[src/rtl/dcom_buffer_scheduler.sv]
// Round-robin refill scheduler: grants one of eight DCOM channels, then streams
// BURST_WORDS 64-bit source words into that channel's data buffer over Avalon-MM.
module dcom_buffer_scheduler #(
  parameter int unsigned BURST_WORDS = 256
) (
  input  logic        clock_sink_clk,
  input  logic        reset_sink_reset,
  input  logic        sched_enable_i,
  input  logic [7:0]  ch_req_i,
  output logic        src_start_o,
  output logic [2:0]  src_ch_o,
  input  logic        src_valid_i,
  input  logic [63:0] src_data_i,
  output logic        src_ready_o,
  output logic [7:0]  buf_chipselect_o,
  output logic [11:0] buf_address_o,
  output logic        buf_write_o,
  output logic [63:0] buf_writedata_o,
  output logic [7:0]  buf_byteenable_o,
  input  logic [7:0]  buf_waitrequest_i,
  output logic [7:0]  ch_done_o,
  output logic        busy_o
);

  typedef enum logic [1:0] {IDLE, START, XFER, DONE} state_t;

  localparam logic [12:0] LAST_COUNT = 13'(BURST_WORDS);

  state_t      state;
  logic [2:0]  last_grant;
  logic [12:0] accepted;
  logic [2:0]  next_grant;
  logic        sel_wait;
  logic        write_done;
  logic        accept;

  assign sel_wait   = buf_waitrequest_i[src_ch_o];
  assign write_done = buf_write_o && !sel_wait;
  assign accept     = src_ready_o && src_valid_i;

  // A new word may enter only when the output register is empty or draining this cycle.
  always_comb begin
    src_ready_o = (state == XFER) && (accepted < LAST_COUNT) && (!buf_write_o || !sel_wait);
  end

  // Search begins one past the last served channel; k=8 wraps back to last_grant itself.
  always_comb begin
    logic       found;
    logic [2:0] idx;
    next_grant = last_grant;
    found      = 1'b0;
    idx        = '0;
    for (int unsigned k = 1; k <= 8; k++) begin
      idx = last_grant + 3'(k);
      if (!found && ch_req_i[idx]) begin
        found      = 1'b1;
        next_grant = idx;
      end
    end
  end

  always_ff @(posedge clock_sink_clk) begin
    if (reset_sink_reset) begin
      state            <= IDLE;
      last_grant       <= 3'd7;
      accepted         <= '0;
      src_start_o      <= 1'b0;
      src_ch_o         <= '0;
      buf_chipselect_o <= '0;
      buf_address_o    <= '0;
      buf_write_o      <= 1'b0;
      buf_writedata_o  <= '0;
      buf_byteenable_o <= '0;
      ch_done_o        <= '0;
      busy_o           <= 1'b0;
    end else begin
      buf_byteenable_o <= '1;
      src_start_o      <= 1'b0;
      ch_done_o        <= '0;
      case (state)
        IDLE: begin
          if (sched_enable_i && (ch_req_i != '0)) begin
            state            <= START;
            src_ch_o         <= next_grant;
            buf_chipselect_o <= 8'(1) << next_grant;
            src_start_o      <= 1'b1;
            busy_o           <= 1'b1;
            accepted         <= '0;
          end
        end
        START: state <= XFER;
        XFER: begin
          if (accept) begin
            buf_writedata_o <= src_data_i;
            buf_address_o   <= accepted[11:0];
            buf_write_o     <= 1'b1;
            accepted        <= accepted + 13'd1;
          end else if (write_done) begin
            buf_write_o <= 1'b0;
          end
          if (write_done && (accepted == LAST_COUNT)) begin
            state     <= DONE;
            ch_done_o <= buf_chipselect_o;
          end
        end
        DONE: begin
          state            <= IDLE;
          last_grant       <= src_ch_o;
          buf_chipselect_o <= '0;
          busy_o           <= 1'b0;
        end
        default: state <= IDLE;
      endcase
    end
  end

endmodule

[config.mk]
export PLATFORM = sky130hd
export DESIGN_NAME = dcom_buffer_scheduler
export DESIGN_NICKNAME = d
export VERILOG_FILES = /design/src/rtl/dcom_buffer_scheduler.sv
export SDC_FILE = /design/constraint.sdc
export NUM_CORES = 1
export LEC_CHECK = 0
export CAP_MARGIN = 20
export CORE_ASPECT_RATIO = 0.6
export CORE_MARGIN = 4
export CORE_UTILIZATION = 44
export CTS_CLUSTER_SIZE = 30
export DETAILED_ROUTE_END_ITERATION = 16
export PLACE_DENSITY = 0.8
export SYNTH_ARGS = -nofsm -noshare
export SYNTH_HDL_FRONTEND = slang
export SYNTH_SLANG_ARGS = --single-unit
[constraint.sdc]
create_clock -name clock_sink_clk -period 4.9 [get_ports clock_sink_clk]
set_input_delay 0.49 -clock clock_sink_clk [delete_from_list [all_inputs] [get_ports clock_sink_clk]]
set_output_delay 0.49 -clock clock_sink_clk [all_outputs]
set_load 0.05 [all_outputs]
==> impl_metrics.yaml, run 1 <==
sta:
  fin_tns_setup_ns: 0
  hold_viol: 0
  fin_skew_ns: 0.00836
  fin_crit_ns: 4.40
  fmax_ghz: 0.227
  finalSetupViolCount: 0
  whs_ns: 0.430
  slew_headroom: 0.346
  fin_crit_sh: 0.898
  rsz0062_at_grt: "false"
  worst_pin_slew_ns: 0.974
  drv_slew: 0
synthesis:
  synthXorXnorAreaFrac: 0.0138
  synth_cells: 590
  yosys.area_share.simple: 0.210
  synth.net_count: 682
  synth_area_leaders: "dfxtp_1 (46%), nand2_1 (12%), a21oi_1 (8.4%)"
  synth_top_family_by_area: "simple AND/OR/NAND/NOR gates"
  ys.flop_type: "dfxtp_1"
  synth_fa_ha_area_frac: 0.0198
  yosys-mux-area-fraction: 0.0988
  ys_warn_count: 0
  yosys-top-cells-count: "nand2_1 (167), dfxtp_1 (117), a21oi_1 (85)"
  synth_top_cell_by_area: "dfxtp_1"
  netlist.area_leader.share: 0.462
  avgSynthCellArea_sq_um: 8.59
  netlist_area_sq_um: 5070
  yosysSeqAreaShare: 0.462
  ys_seq_elements: 117
  synth_edf_count: 0
  synth-compound-area-share: 0.147
  yosysMostFrequentCell: "nand2_1"
  ys_async_sr_fraction: 0
  ys_types: 49
status:
  status: "completed"
routing:
  drt-total-wl_mm: 15.3
  vias: 4878
  ant_nets: 0
  drcViolationCount: 0
  wl_per_cell_microns: 16.6
  avgViaCountPerCell: 5.28
  first_pass_iters: 5
  drtIter0Drc: 287
global_route:
  grt_pass1_wl_mm: 24.4
  track_usage: 0.226
  first_global_vias: 4843
  grt_max_degree: 73
  antenna_found_initial: 0
  grt_overflow: 0
die:
  num_rows: 30
  coreArea_sq_um: 11300
  start_util: 0.450
  dieHeight_microns: 91.1
  ioPinCount: 191
  die_w_microns: 147
  dieArea_sq_um: 13400
clock_network:
  numCtsBuffers: 17
  cts_tree: "built"
  clock_latency_ns: 0.41
  cts_hold_buffers: 0
  htree_num_levels: 4
  cts.sinks: 117
  postCtsSetupRepairBufs: 0
  path_clk_slew_ns: 0.05
  cts-resized-gates: 0
  clk_path_buf_depth: 2
  cts-root-buf: "clkbuf_16"
power_and_ir_drop:
  combPwrFrac: 0.323
  power.density_nw_per_um2: 482
  power.leakage_nw: 2.70
  seqPwrFrac: 0.306
  p_sw_frac: 0.342
  p_switching_w: 0.00126
  total_power_w: 0.00370
  intPower_w: 0.00243
  clock_power_share: 0.372
  ir_drop_v: 0.000279
worst_setup_path:
  start_kind: "register"
  crit_path_cell_trace: "inv_1 -> ha_1 -> mux2_2 -> mux4_2 -> or4b_4 -> nor3b_2 -> o31ai_1 -> and3_1 -> a32o_1"
  cp-end-kind: "register"
  crit_required_ns: 5.20
  path_delay_family: "simple AND/OR/NAND/NOR gates"
  crit_type: "reg2reg"
  path_buf_inv: 1
  critPathSlowestCell: "dfxtp_1"
  cp_max_fo: 14
  critPathArrivalTime_ns: 4.70
  slowest_delay_ns: 0.78
worst_hold_path:
  min_path_type: "reg2reg"
place:
  numPortBuffers: 190
  place.gp.congestion: 0.908
  dp_hpwl_mm: 11.0
flow_run:
  max_cap_viol_count: 0
cells_and_area:
  area_delta_synth_final_pct: 51.5
  drive_gt1_frac: 0.0899
  final_util: 0.682
  finalNetCount: 858
  num_antenna_cells: 0
placed cells by master (no fill, tap or decap), types with 4 or more instances in the layout:
cell / synthesis / final
nor2_1: 23 / 23
inv_1: 18 / 18
nand4_1: 4 / 4
clkdlybuf4s50_1: 0 / 189
or4_1: 4 / 4
xor2_1: 5 / 5
clkbuf_16: 0 / 17
a32o_1: 4 / 4
dfxtp_1: 117 / 117
mux2_2: 10 / 10
mux2i_1: 5 / 5
o31ai_1: 5 / 5
and2_1: 14 / 14
buf_4: 7 / 5
nor3_1: 7 / 7
o21ai_0: 4 / 4
nand3_1: 10 / 10
ha_1: 8 / 8
a21oi_1: 85 / 85
nand2_1: 167 / 166
bufinv_16: 0 / 5
mux4_2: 15 / 15
layout make-up:
type | instances | area, sq um
Inverter | 18 | 67.6
Clock inverter | 12 | 200
Fill cell | 846 | 3580
Clock buffer | 20 | 467
Timing Repair Buffer | 196 | 1940
Sequential cell | 117 | 2340
Multi-Input combinational cell | 416 | 2480
Tap cell | 144 | 180
worst min-delay path, stage by stage, from the launching register on:
cell	delay, ns
dfxtp_1	0.31
inv_1	0.05
nor2_1	0.03
power groups by stage:
stage / clock network [W] / logic [W] / registers, W
floorplan: 0 / 0.000536 / 0.00142
finish: 0.00137 / 0.00119 / 0.00113
global placement: 0 / 0.00116 / 0.00114
CTS: 0.00139 / 0.00118 / 0.00113
detailed placement: 0 / 0.00117 / 0.00115
global route: 0.00144 / 0.00127 / 0.00114
routing by layer:
layer / wire length, microns / vias to the layer above / share of wire / GRT usage
li1: - / 2374 / - / -
met1: 6630 / 2279 / 0.43 / 0.280
met2: 6960 / 203 / 0.45 / 0.358
met3: 1460 / 22 / 0.096 / 0.0913
met4: 242 / 0 / 0.016 / 0.0782
met5: 0 / - / 0 / 0
path summary, 6_finish.rpt:
path	startpoint	end	slack, ns	cells after the start
setup / recovery	last_grant[0]$_SDFFE_PP1P_	buf_chipselect_o[1]$_SDFFE_PP0P_	0.50	9
hold / removal	accepted[12]$_SDFFE_PP0P_	accepted[12]$_SDFFE_PP0P_	0.43	2
hold reg to reg	accepted[12]$_SDFFE_PP0P_	accepted[12]$_SDFFE_PP0P_	0.43	2
setup reg to reg	last_grant[0]$_SDFFE_PP1P_	buf_chipselect_o[1]$_SDFFE_PP0P_	0.50	9
sequential cells by signal, indices dropped and copies added, names as in the netlist, 2 cells and up:
name / flops
accepted: 13
buf_address_o: 12
buf_chipselect_o: 8
buf_writedata_o: 64
ch_done_o: 8
last_grant: 3
src_ch_o: 3
state: 2
kinds of logic after synthesis:
kind of cell / after synthesis
fa+ha+maj: 8
mux: 30
buf+inv: 57
compound gates: 125
xor+xnor: 8
flops: 117
simple gates: 245
stage by stage:
stage	area, sq um	setup WS [ns]	std cells
final	7680	0.500	923
after global routing	7680	0.201	923
after CTS	7670	0.526	922
after detailed placement	7000	0.546	890
after global placement	7000	0.700	890
after floorplan	5070	1.29	590
(Power assumes the default switching activity.)
==> run 2, diff against run 1 <==
--- a/config.mk
+++ b/config.mk
@@ -7,11 +7,11 @@
 export LEC_CHECK = 0
 export CAP_MARGIN = 20
 export CORE_ASPECT_RATIO = 0.6
-export CORE_MARGIN = 4
-export CORE_UTILIZATION = 44
+export CORE_MARGIN = 8
+export CORE_UTILIZATION = 45
 export CTS_CLUSTER_SIZE = 30
 export DETAILED_ROUTE_END_ITERATION = 16
-export PLACE_DENSITY = 0.8
+export DONT_BUFFER_PORTS = 1
 export SYNTH_ARGS = -nofsm -noshare
 export SYNTH_HDL_FRONTEND = slang
 export SYNTH_SLANG_ARGS = --single-unit
==> run 2 against run 1 <==
Against the previous run: power is 9.0% lower; sequential share of layout area is 10 points higher; utilization is 17 points lower; largest power group is now registers.
==> impl_metrics.yaml, run 2 (synthesis gave the netlist of run 1 again) <==
routing:
  vias: 4117
  wl_per_cell_microns: 18.5
  ant_nets: 0
  drt-total-wl_mm: 13.6
  avgViaCountPerCell: 5.62
  drtIter0Drc: 375
  drcViolationCount: 0
  first_pass_iters: 5
worst_setup_path:
  start_kind: "register"
  cp_max_fo: 14
  reg2regPathDepth: 10
  critPathArrivalTime_ns: 4.23
  crit_required_ns: 5.24
  crit_type: "reg2reg"
  cp-end-kind: "register"
global_route:
  use_met1: 0.225
  grt.busiest_layer: "met2"
  grt_max_degree: 87
  first_global_vias: 3949
  track_usage: 0.177
  grt_util_met3: 0.0838
  grt_pass1_wl_mm: 21.6
  grt_overflow: 0
  use_met2: 0.267
  antenna_found_initial: 0
cells_and_area:
  mostFrequentLayoutCells: "nand2_1 (166), dfxtp_1 (116), a21oi_1 (85)"
  multiInputGateArea_sq_um: 2480
  area_delta_synth_final_pct: 13.3
  finalNetCount: 667
  nFillCells: 1030
  regMostFlops: "buf_writedata_o"
  num_antenna_cells: 0
  largestRegisters: "buf_writedata_o (64), accepted (13), buf_address_o (12)"
  largest_reg_flops: 64
  drive_gt1_frac: 0.116
  final-seq-area_sq_um: 2350
  layout_commonest_cell: "nand2_1"
sta:
  slew_headroom: 0.266
  rsz0062_at_grt: "false"
  fmax_ghz: 0.257
  setup_slack_ns: 1.00
  finalSetupViolCount: 0
  fin_tns_setup_ns: 0
  worst_pin_slew_ns: 1.11
  hold_viol: 0
  fin_skew_ns: 0.0114
  whs_ns: 0.176
  fin_crit_ns: 3.90
  fin_crit_sh: 0.795
  drv_slew: 0
place:
  place.gp.congestion: 0.950
  dp_slack_ns: 1.05
  numPortBuffers: 0
  dp_hpwl_mm: 9.98
power_and_ir_drop:
  intPower_w: 0.00216
  power.density_nw_per_um2: 586
  p_switching_w: 0.00121
  p_sw_frac: 0.359
  combPwrFrac: 0.189
  power.leakage_nw: 1.99
  ir_drop_v: 0.000250
  total_power_w: 0.00336
  clock_power_share: 0.383
  seqPwrFrac: 0.428
die:
  start_util: 0.455
  die_w_microns: 153
  dieHeight_microns: 98.2
  coreArea_sq_um: 11100
  num_rows: 30
  ioPinCount: 191
  dieArea_sq_um: 15000
worst_hold_path:
  min_path_type: "in2reg"
  hold_path_depth: 1
clock_network:
  cts.sinks: 117
  path_clk_slew_ns: 0.05
  cts-root-buf: "clkbuf_16"
  cts_hold_buffers: 0
  cts_tree: "built"
  cts-resized-gates: 0
  numCtsBuffers: 17
  htree_num_levels: 4
  postCtsSetupRepairBufs: 0
  clock_latency_ns: 0.40
  clk_path_buf_depth: 2
status:
  status: "completed"
flow_run:
  max_cap_viol_count: 0
-- run 2: worst paths after layout --
kind                                   start                                to  slack (ns)
setup reg to reg  last_grant[1]$_SDFFE_PP1P_  buf_chipselect_o[1]$_SDFFE_PP0P_        1.00
setup / recovery  last_grant[1]$_SDFFE_PP1P_  buf_chipselect_o[1]$_SDFFE_PP0P_        1.00
hold reg to reg    accepted[12]$_SDFFE_PP0P_         accepted[12]$_SDFFE_PP0P_        0.44
hold / removal              reset_sink_reset          src_ch_o[0]$_SDFFE_PP0P_        0.18
-- run 2: power by group through the flow --
stage / Combinational, W / Sequential (W) / Clock, W
final: 0.000636 / 0.00144 / 0.00129
after global routing: 0.000704 / 0.00145 / 0.00137
after CTS: 0.000631 / 0.00144 / 0.00132
after detailed placement: 0.000628 / 0.00146 / 0
after global placement: 0.000605 / 0.00146 / 0
after floorplan: 0.000536 / 0.00142 / 0
-- run 2: worst max-delay path, cell delays in order (launching register included) --
cell     delay, ns
dfxtp_1       0.31
buf_4         0.22
inv_1         0.13
ha_1          0.64
mux2_2        0.42
mux4_2        0.55
or4b_4        0.59
a211o_1       0.25
o22ai_1       0.20
or2_1         0.31
a32o_1        0.22
-- run 2: through the flow --
stage | utilization | cells | cell area [sq um]
finish | 0.515 | 732 | 5740
global route | 0.515 | 732 | 5740
CTS | 0.515 | 732 | 5740
detailed placement | 0.458 | 700 | 5110
global placement | 0.458 | 699 | 5100
floorplan | - | 590 | 5070
-- run 2: area by class of cell --
type | instances | area share
Clock buffer | 21 | 0.0839
Clock inverter | 11 | 0.0255
Inverter | 18 | 0.0118
Timing Repair Buffer | 5 | 0.00654
Tap cell | 144 | 0.0314
Sequential cell | 117 | 0.409
Multi-Input combinational cell | 416 | 0.432
-- run 2: routing by layer --
layer / vias up / share of wire
li1: 1994 / -
met1: 1928 / 0.44
met2: 187 / 0.45
met3: 8 / 0.11
met4: 0 / 0.0055
met5: - / 0
==> run 3, diff against run 2 <==
==> constraint.sdc (replaced) <==
create_clock -name clock_sink_clk -period 3.3 [get_ports clock_sink_clk]
set_input_delay 0.33 -clock clock_sink_clk [delete_from_list [all_inputs] [get_ports clock_sink_clk]]
set_output_delay 0.33 -clock clock_sink_clk [all_outputs]
set_load 0.05 [all_outputs]
==> run 3 against run 2 <==
Against the previous run: largest power group unchanged; via count increased by 2.7%; maximum frequency increased by 20%; wire length increased by 5.8%; highest routed layer unchanged; global-route usage increased by 0.71 points; die area unchanged; utilization increased by 1.9 points.
==> impl_metrics.yaml, run 3 (synthesis gave the netlist of run 1 again) <==
die:
  num_rows: 30
  ioPinCount: 191
  coreArea_sq_um: 11100
  dieHeight_microns: 98.2
  die_w_microns: 153
  start_util: 0.455
  dieArea_sq_um: 15000
routing:
  first_pass_iters: 4
  ant_nets: 0
  vias: 4230
  drtIter0Drc: 315
  drcViolationCount: 0
  avgViaCountPerCell: 5.64
  drt-total-wl_mm: 14.4
  wl_per_cell_microns: 19.1
sta:
  fmax_ghz: 0.308
  hold_viol: 0
  worst_pin_slew_ns: 1.11
  fin_crit_ns: 3.25
  drv_slew: 0
  fin_tns_setup_ns: 0
  slew_headroom: 0.264
  fin_skew_ns: 0.00770
  fin_crit_sh: 0.984
  finalSetupViolCount: 0
flow_run:
  max_cap_viol_count: 0
worst_setup_path:
  cp-end-kind: "register"
  critPathArrivalTime_ns: 3.58
  cp_max_fo: 8
  crit_required_ns: 3.63
  crit_type: "reg2reg"
  start_kind: "register"
  crit-reg2reg-launch: "last_grant[1]$_SDFFE_PP1P_"
  crit_path_start: "last_grant[1]$_SDFFE_PP1P_"
  r2r_slack_ns: 0.05
worst_hold_path:
  hold_start: "src_data_i[25]"
  min_path_type: "in2reg"
cells_and_area:
  nFillCells: 1029
  area_delta_synth_final_pct: 17.4
  num_antenna_cells: 0
  finalNetCount: 685
  regMostFlops: "buf_writedata_o"
  largestRegisters: "buf_writedata_o (64), accepted (13), buf_address_o (12)"
  mostFrequentLayoutCells: "nand2_1 (166), dfxtp_1 (115), a21oi_1 (84)"
  layout_commonest_cell: "nand2_1"
  drive_gt1_frac: 0.153
  largest_reg_flops: 64
status:
  status: "completed"
global_route:
  antenna_found_initial: 0
  grt_max_degree: 73
  grt_pass1_wl_mm: 22.2
  grt_overflow: 0
  first_global_vias: 3967
  track_usage: 0.184
power_and_ir_drop:
  power.leakage_nw: 2.10
  total_power_w: 0.00512
  ir_drop_v: 0.000377
  power.density_nw_per_um2: 861
clock_network:
  clock_latency_ns: 0.40
  clk_path_buf_depth: 2
  htree_num_levels: 4
  path_clk_slew_ns: 0.06
  cts-root-buf: "clkbuf_16"
  cts.sinks: 117
  numCtsBuffers: 17
  cts_tree: "built"
place:
  place.gp.congestion: 0.920
  dp_hpwl_mm: 10.2
  numPortBuffers: 0
==> run 3: path summary, 6_finish.rpt <==
path | end | cells after the start
worst max-delay path | buf_chipselect_o[1]$_SDFFE_PP0P_ | 12
worst min-delay path | buf_writedata_o[25]$_SDFFE_PP0P_ | 2
worst max register to register | buf_chipselect_o[1]$_SDFFE_PP0P_ | 12
worst min register to register | accepted[12]$_SDFFE_PP0P_ | 2
==> run 3: routing by layer <==
metal / vias to the layer above / global-route usage / part of all wire
met4: 0 / 0.0590 / 0.0067
met2: 180 / 0.267 / 0.43
met3: 9 / 0.0820 / 0.11
met1: 2008 / 0.240 / 0.46
li1: 2033 / - / -
met5: - / 0 / 0
==> run 3: layout make-up <==
type / instances / area (sq um) / area share
multi-input combinational: 416 / 2530 / 0.426
sequential: 117 / 2350 / 0.395
clock buffer: 18 / 439 / 0.0738
timing repair buffer: 23 / 205 / 0.0345
tap: 144 / 180 / 0.0303
clock inverter: 14 / 174 / 0.0292
inverter: 18 / 67.6 / 0.0114
==> run 3: power breakdown <==
group	total (W)	switching [W]	internal (W)
registers	0.00210	0.000541	0.00156
logic	0.00114	0.000677	0.000462
clock network	0.00188	0.000669	0.00121
==> run 3: worst max-delay path, cell delays in order, from the launching register on <==
cell and delay (ns):
dfxtp_2 0.32, inv_1 0.07, ha_4 0.28, buf_4 0.14
buf_4 0.13, buf_4 0.12, mux4_2 0.38, mux2_2 0.37
mux2_2 0.27, or4_1 0.44, a31oi_2 0.21, a21o_1 0.24
a32o_1 0.20
==> run 3: metrics by stage <==
step	instances	area, sq um	hold WS (ns)	worst slack, ns	utilization
final	750	5950	0.0589	0.0515	0.533
after global routing	750	5950	0.0445	-0.00622	0.533
after CTS	744	5860	0.0434	0.0192	0.525
after detailed placement	709	5190	0.414	-0.000334	0.466
after global placement	708	5180	0.415	0.125	0.465
after floorplan	590	5090	0.408	0.00719	-
==> run 3: what timing repair did <==
item / CTS / global route
gates cloned: 0 / 0
endpoints found under the setup margin: 3 / 8
pin swaps: 1 / 4
endpoints found under the hold margin: 54 / 0
setup buffers: 0 / 5
resized for setup: 1 / 7
hold buffers: 3 / 0
